--- config.mk ---
export PLATFORM = sky130hd
export DESIGN_NAME = adc_uart_reporter
export DESIGN_NICKNAME = d
export VERILOG_FILES = /design/src/rtl/adc_uart_reporter.sv
export SDC_FILE = /design/constraint.sdc
export NUM_CORES = 1
export LEC_CHECK = 0
export BUFFER_PORTS_ARGS = -buffer_cell sky130_fd_sc_hd__buf_4
export CAP_MARGIN = 30
export CORE_MARGIN = 2
export CORE_UTILIZATION = 60
export CTS_CLUSTER_SIZE = 25
export DETAILED_ROUTE_END_ITERATION = 8
export PLACE_DENSITY = 0.79
export SLEW_MARGIN = 10
export SYNTH_ARGS = -nofsm -noshare
export SYNTH_HDL_FRONTEND = slang
export SYNTH_SLANG_ARGS = --single-unit
--- constraint.sdc ---
create_clock -name clk -period 3 [get_ports clk]
set_input_delay 0.6 -clock clk [delete_from_list [all_inputs] [get_ports clk]]
set_output_delay 0.6 -clock clk [all_outputs]
set_load 0.01 [all_outputs]
--- src/rtl/adc_uart_reporter.sv ---
// Multi-channel ADC reporter: links to the host with an ACK echo, then answers one-shot or
// periodic read requests by strobing all ADCs and streaming tagged 2-byte words over UART.
module adc_uart_reporter #(
   parameter int         NUM_CH      = 2,
   parameter int         ADC_BITS    = 12,
   parameter int         AUTO_PERIOD = 48000000,
   parameter int         ADC_TIMEOUT = 4096,
   parameter logic [7:0] ACK_BYTE    = 8'h33,
   parameter logic [7:0] READ_CMD    = 8'h9B,
   parameter logic [7:0] AUTO_CMD    = 8'hA5,
   parameter logic [7:0] STOP_CMD    = 8'h5A,
   parameter logic [7:0] ERR_BYTE    = 8'hEE
) (
   input  logic                         clk,
   input  logic                         reset,
   input  logic [7:0]                   rx_data,
   input  logic                         rx_done,
   input  logic                         parity_error,
   output logic [7:0]                   tx_data,
   output logic                         start_tx,
   input  logic                         tx_busy,
   output logic                         adc_read,
   input  logic [NUM_CH-1:0]            adc_done,
   input  logic [NUM_CH*ADC_BITS-1:0]   adc_value,
   output logic                         linked,
   output logic                         auto_mode,
   output logic                         timeout_err,
   output logic                         overrun
);

   localparam int CH_W  = (NUM_CH > 1) ? $clog2(NUM_CH) : 1;
   localparam int TMR_W = $clog2(AUTO_PERIOD);
   localparam int TO_W  = $clog2(ADC_TIMEOUT + 1);
   localparam logic [TMR_W-1:0] TMR_RELOAD = TMR_W'(AUTO_PERIOD - 1);
   localparam logic [TO_W-1:0]  TO_LIMIT   = TO_W'(ADC_TIMEOUT);
   localparam logic [CH_W-1:0]  LAST_CH    = CH_W'(NUM_CH - 1);

   typedef enum logic [2:0] {
      S_UNLINKED, S_LINK_TX, S_IDLE, S_SAMPLE, S_SEND, S_SEND_WAIT, S_ERR_TX
   } state_t;

   state_t                      state_q, state_d;
   logic [1:0]                  tx_ph_q, tx_ph_d;
   logic                        linked_q, linked_d;
   logic                        auto_q, auto_d;
   logic                        pending_q, pending_d;
   logic                        overrun_q, overrun_d;
   logic [TMR_W-1:0]            timer_q, timer_d;
   logic [TO_W-1:0]             to_cnt_q, to_cnt_d;
   logic                        done_q, done_d;
   logic [CH_W-1:0]             ch_q, ch_d;
   logic                        lo_sel_q, lo_sel_d;
   logic [7:0]                  tx_data_q, tx_data_d;
   logic [NUM_CH*ADC_BITS-1:0]  val_q, val_d;

   logic       valid_rx;
   logic       tick;
   logic [7:0] tx_byte;
   logic [7:0] frame_byte;
   logic [7:0] hi_byte [NUM_CH];
   logic [7:0] lo_byte [NUM_CH];

   assign valid_rx = rx_done & ~parity_error;
   assign tick     = auto_q && (timer_q == '0);

   // The counter gate discards the adc_read cycle, where done may still be left over from the last conversion.
   assign done_d = (state_q == S_SAMPLE) && (to_cnt_q != '0) && (&adc_done);

   genvar gi;
   generate
      for (gi = 0; gi < NUM_CH; gi++) begin : g_ch
         logic [11:0] v_ext;
         assign v_ext       = 12'(val_q[gi*ADC_BITS +: ADC_BITS]);
         assign hi_byte[gi] = {4'(gi), v_ext[11:8]};
         assign lo_byte[gi] = v_ext[7:0];
      end
   endgenerate

   assign frame_byte = lo_sel_q ? lo_byte[ch_q] : hi_byte[ch_q];

   always_comb begin
      state_d     = state_q;
      tx_ph_d     = tx_ph_q;
      linked_d    = linked_q;
      auto_d      = auto_q;
      pending_d   = pending_q;
      overrun_d   = overrun_q;
      timer_d     = timer_q;
      to_cnt_d    = to_cnt_q;
      ch_d        = ch_q;
      lo_sel_d    = lo_sel_q;
      tx_data_d   = tx_data_q;
      val_d       = val_q;
      start_tx    = 1'b0;
      tx_byte     = tx_data_q;
      adc_read    = 1'b0;
      timeout_err = 1'b0;

      if (auto_q) begin
         timer_d = tick ? TMR_RELOAD : timer_q - 1'b1;
      end

      case (state_q)
         S_UNLINKED: begin
            if (valid_rx && rx_data == ACK_BYTE) begin
               state_d = S_LINK_TX;
               tx_ph_d = 2'd0;
            end
         end
         S_LINK_TX, S_ERR_TX: begin
            if (tx_ph_q == 2'd0) begin
               start_tx = 1'b1;
               tx_byte  = (state_q == S_LINK_TX) ? ACK_BYTE : ERR_BYTE;
               tx_ph_d  = 2'd1;
            end else if (tx_ph_q == 2'd1) begin
               tx_ph_d = 2'd2;
            end else if (!tx_busy) begin
               tx_ph_d = 2'd0;
               state_d = S_IDLE;
               if (state_q == S_LINK_TX) begin
                  linked_d = 1'b1;
               end
            end
         end
         S_IDLE: begin
            if (pending_q) begin
               state_d   = S_SAMPLE;
               pending_d = tick;
            end else if (tick) begin
               state_d = S_SAMPLE;
            end else if (valid_rx && rx_data == READ_CMD) begin
               state_d = S_SAMPLE;
            end else if (valid_rx && rx_data == ACK_BYTE) begin
               state_d = S_LINK_TX;
               tx_ph_d = 2'd0;
            end
         end
         S_SAMPLE: begin
            adc_read = (to_cnt_q == '0);
            if (done_q) begin
               val_d    = adc_value;
               ch_d     = '0;
               lo_sel_d = 1'b0;
               state_d  = S_SEND;
            end else if (to_cnt_q == TO_LIMIT) begin
               timeout_err = 1'b1;
               state_d     = S_ERR_TX;
               tx_ph_d     = 2'd0;
            end else begin
               to_cnt_d = to_cnt_q + 1'b1;
            end
         end
         S_SEND: begin
            start_tx = 1'b1;
            tx_byte  = frame_byte;
            tx_ph_d  = 2'd1;
            state_d  = S_SEND_WAIT;
         end
         S_SEND_WAIT: begin
            if (tx_ph_q == 2'd1) begin
               tx_ph_d = 2'd2;
            end else if (!tx_busy) begin
               tx_ph_d = 2'd0;
               if (!lo_sel_q) begin
                  lo_sel_d = 1'b1;
                  state_d  = S_SEND;
               end else if (ch_q == LAST_CH) begin
                  state_d = S_IDLE;
               end else begin
                  ch_d     = ch_q + 1'b1;
                  lo_sel_d = 1'b0;
                  state_d  = S_SEND;
               end
            end
         end
         default: state_d = S_UNLINKED;
      endcase

      // A tick that cannot be served now is remembered once; a second one is an overrun.
      if (tick && state_q != S_IDLE && state_q != S_UNLINKED) begin
         if (pending_q) begin
            overrun_d = 1'b1;
         end else begin
            pending_d = 1'b1;
         end
      end

      if (valid_rx && state_q != S_UNLINKED) begin
         if (rx_data == STOP_CMD) begin
            auto_d    = 1'b0;
            pending_d = 1'b0;
         end else if (rx_data == AUTO_CMD) begin
            auto_d  = 1'b1;
            timer_d = TMR_RELOAD;
         end
      end

      if (state_d == S_SAMPLE && state_q != S_SAMPLE) begin
         to_cnt_d = '0;
      end

      if (start_tx) begin
         tx_data_d = tx_byte;
      end
   end

   always_ff @(posedge clk) begin
      if (reset) begin
         state_q   <= S_UNLINKED;
         tx_ph_q   <= 2'd0;
         linked_q  <= 1'b0;
         auto_q    <= 1'b0;
         pending_q <= 1'b0;
         overrun_q <= 1'b0;
         timer_q   <= '0;
         to_cnt_q  <= '0;
         done_q    <= 1'b0;
         ch_q      <= '0;
         lo_sel_q  <= 1'b0;
         tx_data_q <= 8'h00;
         val_q     <= '0;
      end else begin
         state_q   <= state_d;
         tx_ph_q   <= tx_ph_d;
         linked_q  <= linked_d;
         auto_q    <= auto_d;
         pending_q <= pending_d;
         overrun_q <= overrun_d;
         timer_q   <= timer_d;
         to_cnt_q  <= to_cnt_d;
         done_q    <= done_d;
         ch_q      <= ch_d;
         lo_sel_q  <= lo_sel_d;
         tx_data_q <= tx_data_d;
         val_q     <= val_d;
      end
   end

   assign tx_data   = tx_byte;
   assign linked    = linked_q;
   assign auto_mode = auto_q;
   assign overrun   = overrun_q;

endmodule

Yosys cells after proc, flatten, opt, wreduce, memory -nomap -nowiden

Index checks and enable logic that the tools add are counted.

Magnitude comparators: 1
Multiplexer cells: 64
Bitwise logic cells: 8
Reduce and logical (&&, ||, !) cells: 29
Add/subtract/negate cells: 3
Equality and inequality tests: 24

Operators with widths:

| kind                                                                    | count |
|---|---|
| 26-bit two-way mux                                                      | 5 |
| 8-bit two-way mux                                                       | 8 |
| 3-bit two-way mux                                                       | 13 |
| 26-bit logical NOT                                                      | 1 |
| 26-bit by 1-bit subtractor with 26-bit output, second input constant    | 1 |
| 1-bit two-way mux                                                       | 22 |
| 2-bit two-way mux                                                       | 9 |
| 3-bit case mux with 6 select lines                                      | 1 |
| 8-bit equality test, second input constant                              | 2 |
| 2-bit inequality test, second input constant                            | 8 |
| 8-bit case mux with 2 select lines                                      | 1 |
| 13-bit by 1-bit adder with 13-bit output, second input constant         | 1 |
| 13-bit equality test, second input constant                             | 1 |
| 13-bit logical NOT                                                      | 1 |
| 13-bit nonzero test                                                     | 1 |
| 2-bit case mux with 6 select lines                                      | 1 |
| 5-bit AND reduction                                                     | 2 |
| 3-bit by 2-bit equality test with 1-bit output, second input constant   | 3 |
| 3-bit equality test, second input constant                              | 3 |
| 1-bit logical AND                                                       | 9 |
| 8-bit by 6-bit equality test with 1-bit output, second input constant   | 1 |
| 8-bit by 7-bit equality test with 1-bit output, second input constant   | 1 |
| 2-bit AND reduction                                                     | 4 |
| 3-bit by 2-bit inequality test with 1-bit output, second input constant | 2 |
| other kinds (19)                                                        | 28 |

Word-level logic and storage cells: 142
Input bits: 39
Register bits: 83
Output and inout port bits: 14

Longest topological paths before layout

Word-level depth: 11
Gate-level depth with buffers: 9
Depth with buffers taken out: 7

Worst setup path before layout

Ideal clock, no wire load.

Path kind: register to output
From: register lo_sel_q
To: output port tx_data[1]
Buffers on the path: 1
Arrival: 1436 ps
Stages on the path, launching flop included: 4
Setup slack: 964 ps
Required time: 2400 ps
Cells stage by stage: dfxtp_1 -> buf_1 -> mux4_2 -> o22a_1

Word-level cells in the longest chain between the ends: 2

RTL lines:

| element                            | RTL line | RTL |
|---|---|---|
| from (decl)                        | 52       | `logic lo_sel_q, lo_sel_d;` |
| from (signal assigned)             | 233      | `lo_sel_q <= lo_sel_d;` |
| 8-bit two-way mux                  | 79       | `assign frame_byte = lo_sel_q ? lo_byte[ch_q] : hi_byte[ch_q];` |
| 8-bit case mux with 2 select lines | 103      | `case (state_q)` |
| to (decl)                          | 19       | `output logic [7:0] tx_data,` |

No other way between the ends.

Final worst setup path

From: register state_q[0]
To: output port tx_data[0]

Word-level cells in the longest chain between the ends: 4
Elaborated cells between the ends (all ways): 7
Those cells by class: eq/ne: 3; mux: 3; reduce/logical: 1

RTL lines:

| element                                        | RTL line | RTL |
|---|---|---|
| from (decl)                                    | 42       | `state_t state_q, state_d;` |
| from (signal assigned)                         | 223      | `state_q <= state_d;` |
| 3-bit by 1-bit equality test with 1-bit output | 103, 113 |  |
| 8-bit two-way mux                              | 113      | `tx_byte = (state_q == S_LINK_TX) ? ACK_BYTE : ERR_BYTE;` |
| 8-bit two-way mux                              | 111      | `if (tx_ph_q == 2'd0) begin` |
| 8-bit case mux with 2 select lines *           | 103      |  |

Mark *: on every way between the ends. The rest lies on a longest branch, timed or not.

==> metrics.md <==
| Metric | Value |
|---|---|
| Share of flip-flops with an asynchronous set or reset | `0` |
| Most numerous cell in the Yosys netlist | `dfxtp_1` |
| Hold Fails Final Rpt | `0` |
| Post CTS Setup Buffer Count | `0` |
| Static Leak | `1.71 nW` |
| Clock-pin slew on the worst setup and hold paths | `0.09 ns` |
| Max-cap violations | `0` |
| Post-Layout Cell Count | `622` |
| Post-Layout Inst Area | `4680 µm²` |
| Synth Instances | `495` |
| Crit path launch type | `flip-flop` |
| GRT busiest layer | `met2` |
| First-pass GRT wire length | `15100 µm` |
| Nets | `580` |
| Post-route DRC | `0` |
| Antenna Cells | `0` |
| Final period util | `0.874` |
| GR Util All Layers | `0.249` |
| Final worst slack | `0.378 ns` |
| Final slew viol count | `0` |
| Power density cells | `423 nW/µm²` |
| Post-synth top flop | `dfxtp_1` |
| Hold_ws | `0.459 ns` |
| Vias per std cell | `5.81` |
| Biggest area consumer among synthesized cells | `dfxtp_1` |
| Synth cell count leaders | `83 x dfxtp_1, 78 x nand2_1, 56 x a21oi_1` |
| HPWL after DPL | `6470 µm` |
| Die ar. | `7460 µm²` |
| Min cycle time layout | `2.62 ns` |
| Buf/Inv on CP | `1` |
| Fmax | `381 MHz` |
| M1 GR Usage | `0.340` |
| Post-DP Area | `4480 µm²` |
| Critical path's slowest cell | `dfxtp_1` |
| H-tree depth | `3` |
| Via count | `3614` |
| Clock latency on the worst-skew pair | `0.36 ns` |
| Post-CTS sizing | `0` |
| Syn nets | `538` |
| Post-layout util | `0.700` |
| Setup violators final | `0` |
| Die Span Y | `86.4 µm` |
| Status | `finished clean` |
| Setup CP Type | `flip-flop to primary output` |
| Ratio of cells with drive above 1 in the final layout | `0.162` |
| Synth unique cells | `57` |
| Initial antenna violation count | `0` |
| Detail Route Antenna Nets | `0` |
| CTS Hold Buffers Added | `0` |
| Setup TNS | `0 ns` |
| CP max stage delay | `0.53 ns` |
| # rows | `30` |
| Min-delay worst type | `flip-flop to flip-flop` |
| Sequential share of the synthesized area | `0.408` |
| Total grt overflow | `0` |
| Place WS | `0.675 ns` |
| Deepest clock path buffer count | `2` |
| Drt first pass iters | `4` |
| Initial Util | `0.609` |
| VDD IR max | `0.000348 V` |
| Area growth syn-to-layout | `14.9%` |
| Total power | `1.98 mW` |
| CTS tree | `done` |
| Dpl cells | `606` |
| Largest net degree at the start of global routing | `58` |
| Worst Skew | `0.0144 ns` |
| Cells taking the most area after synthesis | `dfxtp_1 41%, nand2_1 7.2%, a21oi_1 6.9%` |
| Core area | `6680 µm²` |
| Crit. End Element | `primary output` |
| CTS root buf | `clkbuf_8` |
| M2 GR Usage | `0.403` |
| Vias in the first global route | `3332` |
| Req. time, crit path | `2.40 ns` |
| Final GP Congestion | `0.929` |
| Avg Cell Area, Syn | `8.23 µm²` |
| Average wire per standard cell | `14.6 µm` |
| CTS sink cnt | `83` |
| Slew HR | `0.457` |
| Crit-path cells | `nor3b_1 > and2_1 > o21ai_0 > a21bo_2 > buf_4` |
| Worst-path fanout max | `13` |
| CTS buffer count | `9` |
| Grt met3 use | `0.0390` |
| Worst-margin pin slew | `0.812 ns` |
| Die width | `86.4 µm` |
| Input/output buffers | `52` |
| Detailed router's first-iteration violation count | `186` |
| Post-synth EDFFs | `0` |
| Synth Cell Area | `4070 µm²` |
| Total Routed Length | `9100 µm` |
| Crit path DAT | `2.02 ns` |
| Cell family with most CP delay | `simple AND/OR/NAND/NOR gates` |
| IO Count | `53` |
| Post-synthesis sequential element count | `83` |
| Post-synth top area share | `0.408` |
| Unrepaired setup endpoints after global routing | `no` |
| YS warnings | `0` |
-- layout make-up --
class                   instances  area [µm²]
inverters                      13        48.8
clock inverters                 7        76.3
fillers                       570        2000
multi-input cells             374        2250
clock buffers                   9         124
flip-flops and latches         83        1660
well taps                      80         100
repair buffers                 56         420
-- power breakdown --
group          internal [mW]  switching, mW  total [mW]
Combinational         0.0377         0.0312      0.0689
Sequential              1.10      0.0000989        1.10
Clock                  0.389          0.422       0.811
Total                   1.53          0.454        1.98
-- registers in the layout, indices dropped and copies added, names as in the netlist --
| register | flops |
|---|---|
| auto_mode | 1 |
| ch_q | 1 |
| state_q | 3 |
| val_q | 24 |
| timer_q | 26 |
| pending_q | 1 |
| lo_sel_q | 1 |
| tx_data_q | 8 |
| linked | 1 |
| to_cnt_q | 13 |
| overrun | 1 |
| done_q | 1 |
| tx_ph_q | 2 |
-- per-layer routing --
metal | routed length [µm] | vias up | share of wire
met5 | 0 | - | 0
met4 | 127 | 0 | 0.014
met3 | 391 | 12 | 0.043
met2 | 4310 | 87 | 0.47
met1 | 4270 | 1699 | 0.47
li1 | - | 1816 | -
-- path summary, 6_finish.rpt --
kind | slack (ns) | startpoint | to | depth (start not counted)
worst min-delay path | 0.46 | val_q[12] | val_q[12] | 2
worst max register to register | 0.66 | timer_q[13] | to_cnt_q[6] | 5
worst max-delay path | 0.38 | state_q[0] | tx_data[0] | 5
worst min register to register | 0.46 | val_q[12] | val_q[12] | 2
-- cell usage in the layout, fill, tap and decap left out, types with 2 or more instances in the layout --
cell type,count
a21oi_1,56
a31oi_1,7
xnor2_1,22
clkinvlp_4,2
nand3_1,11
nor4b_1,2
nand4_1,6
nand4b_1,2
nand3b_1,3
o21ai_0,13
nand2b_1,5
mux4_2,4
inv_1,13
nor2_1,40
o22ai_1,3
a21o_1,2
and4b_1,3
nor4_1,13
mux2i_1,5
or4_1,3
clkbuf_8,9
and2_1,11
nor3b_1,5
nor3_1,22
nor2b_1,5
nand2_1,78
dfxtp_1,83
buf_4,56
xor2_1,13
a21bo_2,2
a21oi_2,2
and4_1,2
or3_1,4
nor4bb_1,6
ha_1,4
clkinv_4,2
-- worst min-delay path, cell delays in order, from the launching register on --
cell     delay (ns)
dfxtp_1        0.32
nand2_1        0.05
a21oi_1        0.05
-- kinds of logic (layout without fill, tap and decap cells) --
family,Yosys count,in the layout,share of synthesized area
and+or+nand+nor,230,230,0.293
AOI/OAI and AO/OA,95,95,0.134
DFF,83,83,0.408
buffers and inverters,38,85,0.0403
xor gates and xnor gates,35,35,0.0753
muxes,10,10,0.0372
adders and majority gates,4,4,0.0123
Note: power is estimated with default switching activity, not from simulation.
